File: src/rtl/pair_match_pkg.sv
// Shared types and helpers for the pairwise match-matrix sequencer.
// Holds the FSM state encoding, the default vector width and a popcount helper.
package pair_match_pkg;

    localparam int N_DEFAULT = 5;

    typedef enum logic [1:0] {
        IDLE   = 2'd0,
        STREAM = 2'd1,
        REPORT = 2'd2
    } state_t;

    // Rows are at most 8 bits wide; narrower rows are zero-extended by the caller.
    function automatic logic [3:0] popcount8(input logic [7:0] v);
        logic [3:0] cnt;
        cnt = 4'd0;
        for (int i = 0; i < 8; i++) begin
            cnt = cnt + {3'b000, v[i]};
        end
        return cnt;
    endfunction

endpackage

File: src/rtl/pair_match_row.sv
// One row of the match matrix: element idx XNORed against every element of the vector.
// Purely combinational; element 0 sits in the MSB.
module pair_match_row #(
    parameter int N = 5
) (
    input  logic [N-1:0] vec,
    input  logic [2:0]   idx,
    output logic [N-1:0] row
);

    logic sel;

    always_comb begin
        sel = 1'b0;
        if (int'(idx) < N) begin
            sel = vec[N-1-int'(idx)];
        end
        row = {N{sel}} ~^ vec;
    end

endmodule

File: src/rtl/match_matrix_sequencer.sv
// Streams the N x N XNOR match matrix of each accepted vector row by row, then pulses its total
// match count; first row one cycle after acceptance, rows hold under row_ready backpressure.
module match_matrix_sequencer
    import pair_match_pkg::*;
#(
    parameter int N  = N_DEFAULT,
    parameter int CW = $clog2(N*N+1)
) (
    input  logic          clk,
    input  logic          resetn,
    input  logic          in_valid,
    input  logic [N-1:0]  in_data,
    output logic          in_ready,
    output logic          row_valid,
    input  logic          row_ready,
    output logic [N-1:0]  row_data,
    output logic [2:0]    row_idx,
    output logic          row_last,
    output logic          count_valid,
    output logic [CW-1:0] match_count
);

    state_t        state_q, state_d;
    logic [N-1:0]  vec_q, vec_d;
    logic [2:0]    idx_q, idx_d;
    logic [CW-1:0] acc_q, acc_d;
    logic [CW-1:0] count_q, count_d;

    logic [N-1:0]  row_w;
    logic [3:0]    row_pop;
    logic          last_w;

    // Row is derived from the captured vector only, so in_data never reaches an output.
    pair_match_row #(.N(N)) u_row (
        .vec (vec_q),
        .idx (idx_q),
        .row (row_w)
    );

    assign row_pop = popcount8(8'(row_w));
    assign last_w  = (idx_q == 3'(N-1));

    always_comb begin
        state_d = state_q;
        vec_d   = vec_q;
        idx_d   = idx_q;
        acc_d   = acc_q;
        count_d = count_q;
        case (state_q)
            IDLE: begin
                if (in_valid) begin
                    vec_d   = in_data;
                    idx_d   = 3'd0;
                    acc_d   = '0;
                    state_d = STREAM;
                end
            end
            STREAM: begin
                if (row_ready) begin
                    acc_d = acc_q + CW'(row_pop);
                    idx_d = idx_q + 3'd1;
                    if (last_w) begin
                        count_d = acc_q + CW'(row_pop);
                        idx_d   = 3'd0;
                        state_d = REPORT;
                    end
                end
            end
            REPORT: begin
                state_d = IDLE;
            end
            default: begin
                state_d = IDLE;
            end
        endcase
    end

    always_comb begin
        in_ready    = (state_q == IDLE);
        row_valid   = (state_q == STREAM);
        count_valid = (state_q == REPORT);
        row_idx     = idx_q;
        row_data    = '0;
        row_last    = 1'b0;
        if (state_q == STREAM) begin
            row_data = row_w;
            row_last = last_w;
        end
        match_count = count_q;
    end

    always_ff @(posedge clk) begin
        if (!resetn) begin
            state_q <= IDLE;
            vec_q   <= '0;
            idx_q   <= 3'd0;
            acc_q   <= '0;
            count_q <= '0;
        end else begin
            state_q <= state_d;
            vec_q   <= vec_d;
            idx_q   <= idx_d;
            acc_q   <= acc_d;
            count_q <= count_d;
        end
    end

endmodule

File: config.mk
export PLATFORM = sky130hd
export DESIGN_NAME = match_matrix_sequencer
export DESIGN_NICKNAME = d
export VERILOG_FILES = /design/src/rtl/pair_match_pkg.sv /design/src/rtl/pair_match_row.sv /design/src/rtl/match_matrix_sequencer.sv
export SDC_FILE = /design/constraint.sdc
export NUM_CORES = 1
export LEC_CHECK = 0
export CAP_MARGIN = 20
export CORE_MARGIN = 2
export CORE_UTILIZATION = 47
export DETAILED_ROUTE_END_ITERATION = 12
export PLACE_DENSITY = 0.77
export SLEW_MARGIN = 20
export SYNTH_ARGS = -nofsm -noshare
export SYNTH_HDL_FRONTEND = slang
export SYNTH_SLANG_ARGS = --single-unit
File: constraint.sdc
create_clock -name clk -period 4.65 [get_ports clk]
set_input_delay 1.395 -clock clk [delete_from_list [all_inputs] [get_ports clk]]
set_output_delay 1.395 -clock clk [all_outputs]
set_load 0.02 [all_outputs]
# After elaboration in Yosys (flattened, before gate mapping)

Index checks and enable logic that the tools add are counted.

Bits in registers: 20
Bits of input ports: 9
Output and inout bits: 17
Word-level logic and storage cells: 44

Add/sub/neg operators: 7
Magnitude comparators: 2
Equal/unequal tests: 6
Mux-type cells: 17
Bitwise logic cells: 1
Reduce and logical (&&, ||, !) cells: 6

Operators with widths:

| kind                                                                           | count |
|---|---|
| 32-bit by 5-bit less-than comparator with 1-bit output (second input constant) | 1 |
| 5-bit two-way mux                                                              | 3 |
| 5-bit case mux with 2 select lines                                             | 1 |
| 3-bit two-way mux                                                              | 3 |
| 3-bit AND reduction                                                            | 3 |
| 2-bit two-way mux                                                              | 3 |
| 3-bit case mux with 2 select lines                                             | 1 |
| 5-bit by 4-bit adder with 5-bit output                                         | 1 |
| 5-bit bitwise XNOR                                                             | 1 |
| 3-bit by 1-bit adder with 4-bit output                                         | 1 |
| 4-bit by 1-bit adder with 4-bit output                                         | 1 |
| 1-bit two-way mux                                                              | 4 |
| 2-bit by 1-bit inequality test with 1-bit output (second input constant)       | 2 |
| 2-bit case mux with 2 select lines                                             | 1 |
| 3-bit by 3-bit subtractor with 4-bit output (first input constant)             | 1 |
| 2-bit by 1-bit adder with 3-bit output                                         | 1 |
| 3-bit by 1-bit adder with 3-bit output (second input constant)                 | 1 |
| 1-bit binary-select mux with 3-bit select                                      | 1 |
| 3-bit equality test (second input constant)                                    | 1 |
| 3-bit less-than comparator (second input constant)                             | 1 |
| 1-bit by 1-bit adder with 2-bit output                                         | 1 |
| 2-bit by 1-bit equality test with 1-bit output (second input constant)         | 1 |
| 2-bit equality test (second input constant)                                    | 1 |
| 2-bit zero test                                                                | 1 |
| 3 further kinds                                                                | 3 |

# Depth between registers and ports, before layout

Word-level depth: 13
Gate-level depth with buffers: 18
Depth with buffers taken out: 18

# Modules after synthesis

Synthesis repeated with hierarchy kept, for this count alone.

Cells, all modules: 142
Area total of the unflattened synthesis: 1188.6 um2

Modules (own cells, without submodules):

| module                 | times used | cells each | area an instance (um2) | sequential area each (um2) |
|---|---|---|---|---|
| match_matrix_sequencer | 1          | 122        | 1034.7                 | 400.4 |
| pair_match_row         | 1          | 20         | 153.9                  | 0.0 |

# Least setup slack after synthesis

OpenSTA, ideal clock, no wires.

Path kind: register to register
From: register idx_q[0], in the netlist row_idx[0]
To: register acc_q[4]
Library setup time: 0.087 ns
Data arrival time: 4.069 ns
Required time: 4.563 ns
Slack: 0.493 ns
Cell stages (with the launch flop): 19
Buffers on the path: 0
Period minus slack after synthesis: 4.157 ns
Cells stage by stage: dfxtp_1 -> inv_1 -> ha_1 -> ha_1 -> or3b_4 -> o22ai_4 -> or3_1 -> nand2_1 -> fa_1 -> inv_1 -> fa_1 -> inv_1 -> ha_1 -> inv_1 -> fa_1 -> nor2b_1 -> o21ai_0 -> xor2_1 -> o31ai_1

Cells in the longest elaborated chain, start to end: 13
Elaborated cells on any way between the ends: 14
Those cells by class: add/sub (6); order compare (1); mux (6); bitwise (1)

Ends and longest elaborated chain:

| what                                                 | line                          | source |
|---|---|---|
| start: declaration                                   | match_matrix_sequencer.sv:25  | `logic [2:0] idx_q, idx_d;` |
| start signal: assignment                             | match_matrix_sequencer.sv:102 | `idx_q <= idx_d;` |
| 3-bit by 3-bit subtractor with 4-bit output          | pair_match_row.sv:16          | `sel = vec[N-1-int'(idx)];` |
| 1-bit binary-select mux with 3-bit select            | pair_match_row.sv:16          |  |
| 1-bit two-way mux (not written as such) (2 in a row) | pair_match_row.sv:16          |  |
| 1-bit two-way mux (*)                                | pair_match_row.sv:15          | `if (int'(idx) < N) begin` |
| 5-bit bitwise XNOR (*)                               | pair_match_row.sv:18          | `row = {N{sel}} ~^ vec;` |
| 1-bit by 1-bit adder with 2-bit output               | pair_match_pkg.sv:18          | `cnt = cnt + {3'b000, v[i]};` |
| 2-bit by 1-bit adder with 3-bit output               | pair_match_pkg.sv:18          |  |
| 3-bit by 1-bit adder with 4-bit output               | pair_match_pkg.sv:18          |  |
| 4-bit by 1-bit adder with 4-bit output (*)           | pair_match_pkg.sv:18          |  |
| 5-bit by 4-bit adder with 5-bit output (*)           | match_matrix_sequencer.sv:60  | `acc_d = acc_q + CW'(row_pop);` |
| 5-bit two-way mux (*)                                | match_matrix_sequencer.sv:59  | `if (row_ready) begin` |
| 5-bit case mux with 2 select lines (*)               | match_matrix_sequencer.sv:49  | `case (state_q)` |
| end signal: assignment                               | match_matrix_sequencer.sv:97  | `acc_q <= '0;` |
| end signal: assignment                               | match_matrix_sequencer.sv:103 | `acc_q <= acc_d;` |
| end: declaration                                     | match_matrix_sequencer.sv:26  | `logic [CW-1:0] acc_q, acc_d;` |

Mark *: on every way between the ends. The rest lies on a longest branch, timed or not. The select of a mux whose other input is x is not followed.
A chain may end at the register's enable or synchronous reset.

# Worst setup path in the final report

From: register idx_q[0], in the netlist row_idx[0]
To: output row_data[0]

Cells in the longest elaborated chain, start to end: 7
Elaborated cells on any way between the ends: 8
Those cells by class: add/sub (1); order compare (1); mux (5); bitwise (1)

Ends and longest elaborated chain:

| what                                                 | line                         | source |
|---|---|---|
| 3-bit by 3-bit subtractor with 4-bit output          | pair_match_row.sv:16         |  |
| 1-bit binary-select mux with 3-bit select            | pair_match_row.sv:16         |  |
| 1-bit two-way mux (not written as such) (2 in a row) | pair_match_row.sv:16         |  |
| 1-bit two-way mux (*)                                | pair_match_row.sv:15         |  |
| 5-bit bitwise XNOR (*)                               | pair_match_row.sv:18         |  |
| 5-bit two-way mux (*)                                | match_matrix_sequencer.sv:85 | `if (state_q == STREAM) begin` |
| end: declaration                                     | match_matrix_sequencer.sv:16 | `output logic [N-1:0] row_data,` |

Marks and branches as above.

==> metrics <==
CTS Buf Count 3; met2 wire len 1228 um; CTS H-tree depth 1; Die ar. around 3000 um^2; Post-synth top cells dfxtp_1 (20), a21oi_1 (13), nor2_1 (13), nand2_1 (11), mux2i_1 (9); Filler Cells Inserted roughly 220; Antenna diodes 0; final setup vio count 0; Slew headroom 0.6563; routed wl met3 between 100 and 150 um; Port Buffer Count 25; crit path DAT about 3000 ps; Post-synth EDFFs 0; share of the synthesized area in the top cell type 0.3306; TNS Setup 0 ps; layout cells sized above 1 0.08589; WL met1 1116 um; IO Count 26; R2R Setup Slk approximately 330 ps; Synth area leader dfxtp_1; Comb power frac 0.333; post-route DRC violation count 0; Hold Slack between 400 and 500 ps; Util after Layout 0.6223; final worst-path cycle share 0.9366; Die Span Y approximately 55 um; Reg power frac 0.377; Max-cap violations 0; critical path peak fanout 10; final number of hold-violating endpoints 0; die width ~55 um; post-layout min period around 4400 ps; Core ar. 2455 um^2; Req. time, crit path ~3300 ps; RSZ-0062 raised after global routing false; initial DRC count 23; number of global-route vias before repair 959; Area Overhead vs Synth 26.14%; Detail Route Antenna Nets 0; pwr/cell area between 300 and 400 nW/um^2; Final Instance Area about 1500 um^2; fin cells just under 200; Clk pwr share 0.291; Initial Util 0.4934; initial antenna violation count 0; Worst Skew 9.895 ps; dpl hpwl around 1900 um; clock buffer depth 2; largest net degree at the start of global routing 18; first-pass GRT wire length between 4000 and 5000 um; worst hold path type reg -> reg; sw frac 0.3080; Least-Margin Pin Slew 512.7 ps; Setup CP Type reg -> out; dominant synthesized flop cell dfxtp_1; synth top area cells dfxtp_1 (33%), mux2i_1 (7.4%), ha_1 (7.2%); vias per inst roughly 5.5; GRT overflow 0; Leak slightly below 0.6 nW; placed inst area 1475 um^2; clk_lat worst skew 310 ps; Seq cells post-synth 20; VDD IR max 0.0003347 V; Root Buffer clkbuf_4; GP Congestion 0.8138; post-place setup slack just over 400 ps; post_cts resized 0; syn_area_per_cell a little under 9 um^2; Synth Warn # 0; Core Rows 18; Total Power between 0.4 and 0.5 mW; CTS tree yes; Syn Nets between 150 and 200; CTS Hold Bufs 0; nets ~180; clk sinks 20; Top Metal Used met4; DRT Pass-1 Iters 4; Peak Freq about 230 MHz; routed via count 1055; critical path capture point type output port; setup bufs post-CTS 0; FFs w/ async S/R, synth 0; final setup margin about 290 ps; DR WL/cell around 13 um; gr usage total 0.1990; Gate Count Post-Synth 137; top-count cell post-synth dfxtp_1; Seq/Total Area, Yosys 0.3306; dpl cells about 190; run status completed; Int Power between 0.3 and 0.4 mW; post-synthesis cell type count 39; Slew Viols, Final 0; Sw Pwr between 0.15 and 0.2 mW; Routed Wire Length about 2500 um; Netlist Area Pre-Place about 1200 um^2; Setup crit start kind flip-flop; Clk pin slew, worst setup/hold paths around 120 ps
==> cells by family after synthesis <==
group | after synthesis | synth area share
DFF | 20 | 0.3306
xor gates and xnor gates | 2 | 0.01447
buffers and inverters | 13 | 0.05785
adders and majority gates | 10 | 0.1219
AOI/OAI and AO/OA | 30 | 0.1643
muxes | 10 | 0.08574
and+or+nand+nor | 52 | 0.2252
==> routing by layer <==
| layer | global-route usage | vias up |
|---|---|---|
| met5 | 0 | - |
| met4 | 0.05000 | 0 |
| met3 | 0.06011 | 4 |
| met2 | 0.3234 | 30 |
| met1 | 0.2550 | 487 |
| li1 | - | 534 |
==> state kept, by name, summed over array words and instances (netlist names) <==
name / count
acc_q: 5
match_count: 5
vec_q: 5
row_idx: 3
state_q: 2
==> power groups by stage <==
stage          combinational (mW)  clock [mW]  sequential [mW]
5_1_grt                     0.182       0.154            0.186
3_3_place_gp                0.156           0            0.188
4_1_cts                     0.163       0.144            0.185
6_report                    0.163       0.142            0.185
3_5_place_dp                0.161           0            0.188
2_1_floorplan               0.116           0            0.188
==> critical path, stage by stage, from the launching register on <==
cell             delay, ps
dfxtp_1                450
inv_1                   90
ha_1                   200
ha_1                   310
or3b_4                 390
o22ai_4                260
o21ai_1                120
a21oi_1                190
clkdlybuf4s50_1        630
==> layout by cell type (no fill, tap or decap), drive strengths merged, types with 2 or more instances in the layout <==
cell type,n
clkbuf,3
nand3,5
nor2b,2
clkdlybuf4s50,25
inv,8
mux2i,10
or3,6
and2,4
nor2,13
nand2,11
dfxtp,20
fa,3
nand3b,2
nor3,2
a21o,3
a21oi,14
o21ai,8
nand4,2
ha,7
==> final timing paths <==
| kind | startpoint | to | cells after the start |
|---|---|---|---|
| setup / recovery | row_idx[0]$_SDFFE_PN0P_ | row_data[0] | 8 |
| setup reg to reg | row_idx[0]$_SDFFE_PN0P_ | acc_q[4]$_SDFFE_PN0P_ | 18 |
| hold / removal | acc_q[2]$_SDFFE_PN0P_ | acc_q[2]$_SDFFE_PN0P_ | 2 |
| hold reg to reg | acc_q[2]$_SDFFE_PN0P_ | acc_q[2]$_SDFFE_PN0P_ | 2 |
==> layout make-up <==
cell class	instances	area, um^2	share of cell area
flip-flops and latches	20	400.4	0.2621
clock inverters	1	30.03	0.01966
well taps	30	37.54	0.02457
clock buffers	3	22.52	0.01474
repair buffers	26	257.7	0.1687
inverters	9	38.79	0.02539
multi-input cells	104	740.7	0.4848
Power figures use the tool's default switching activity.
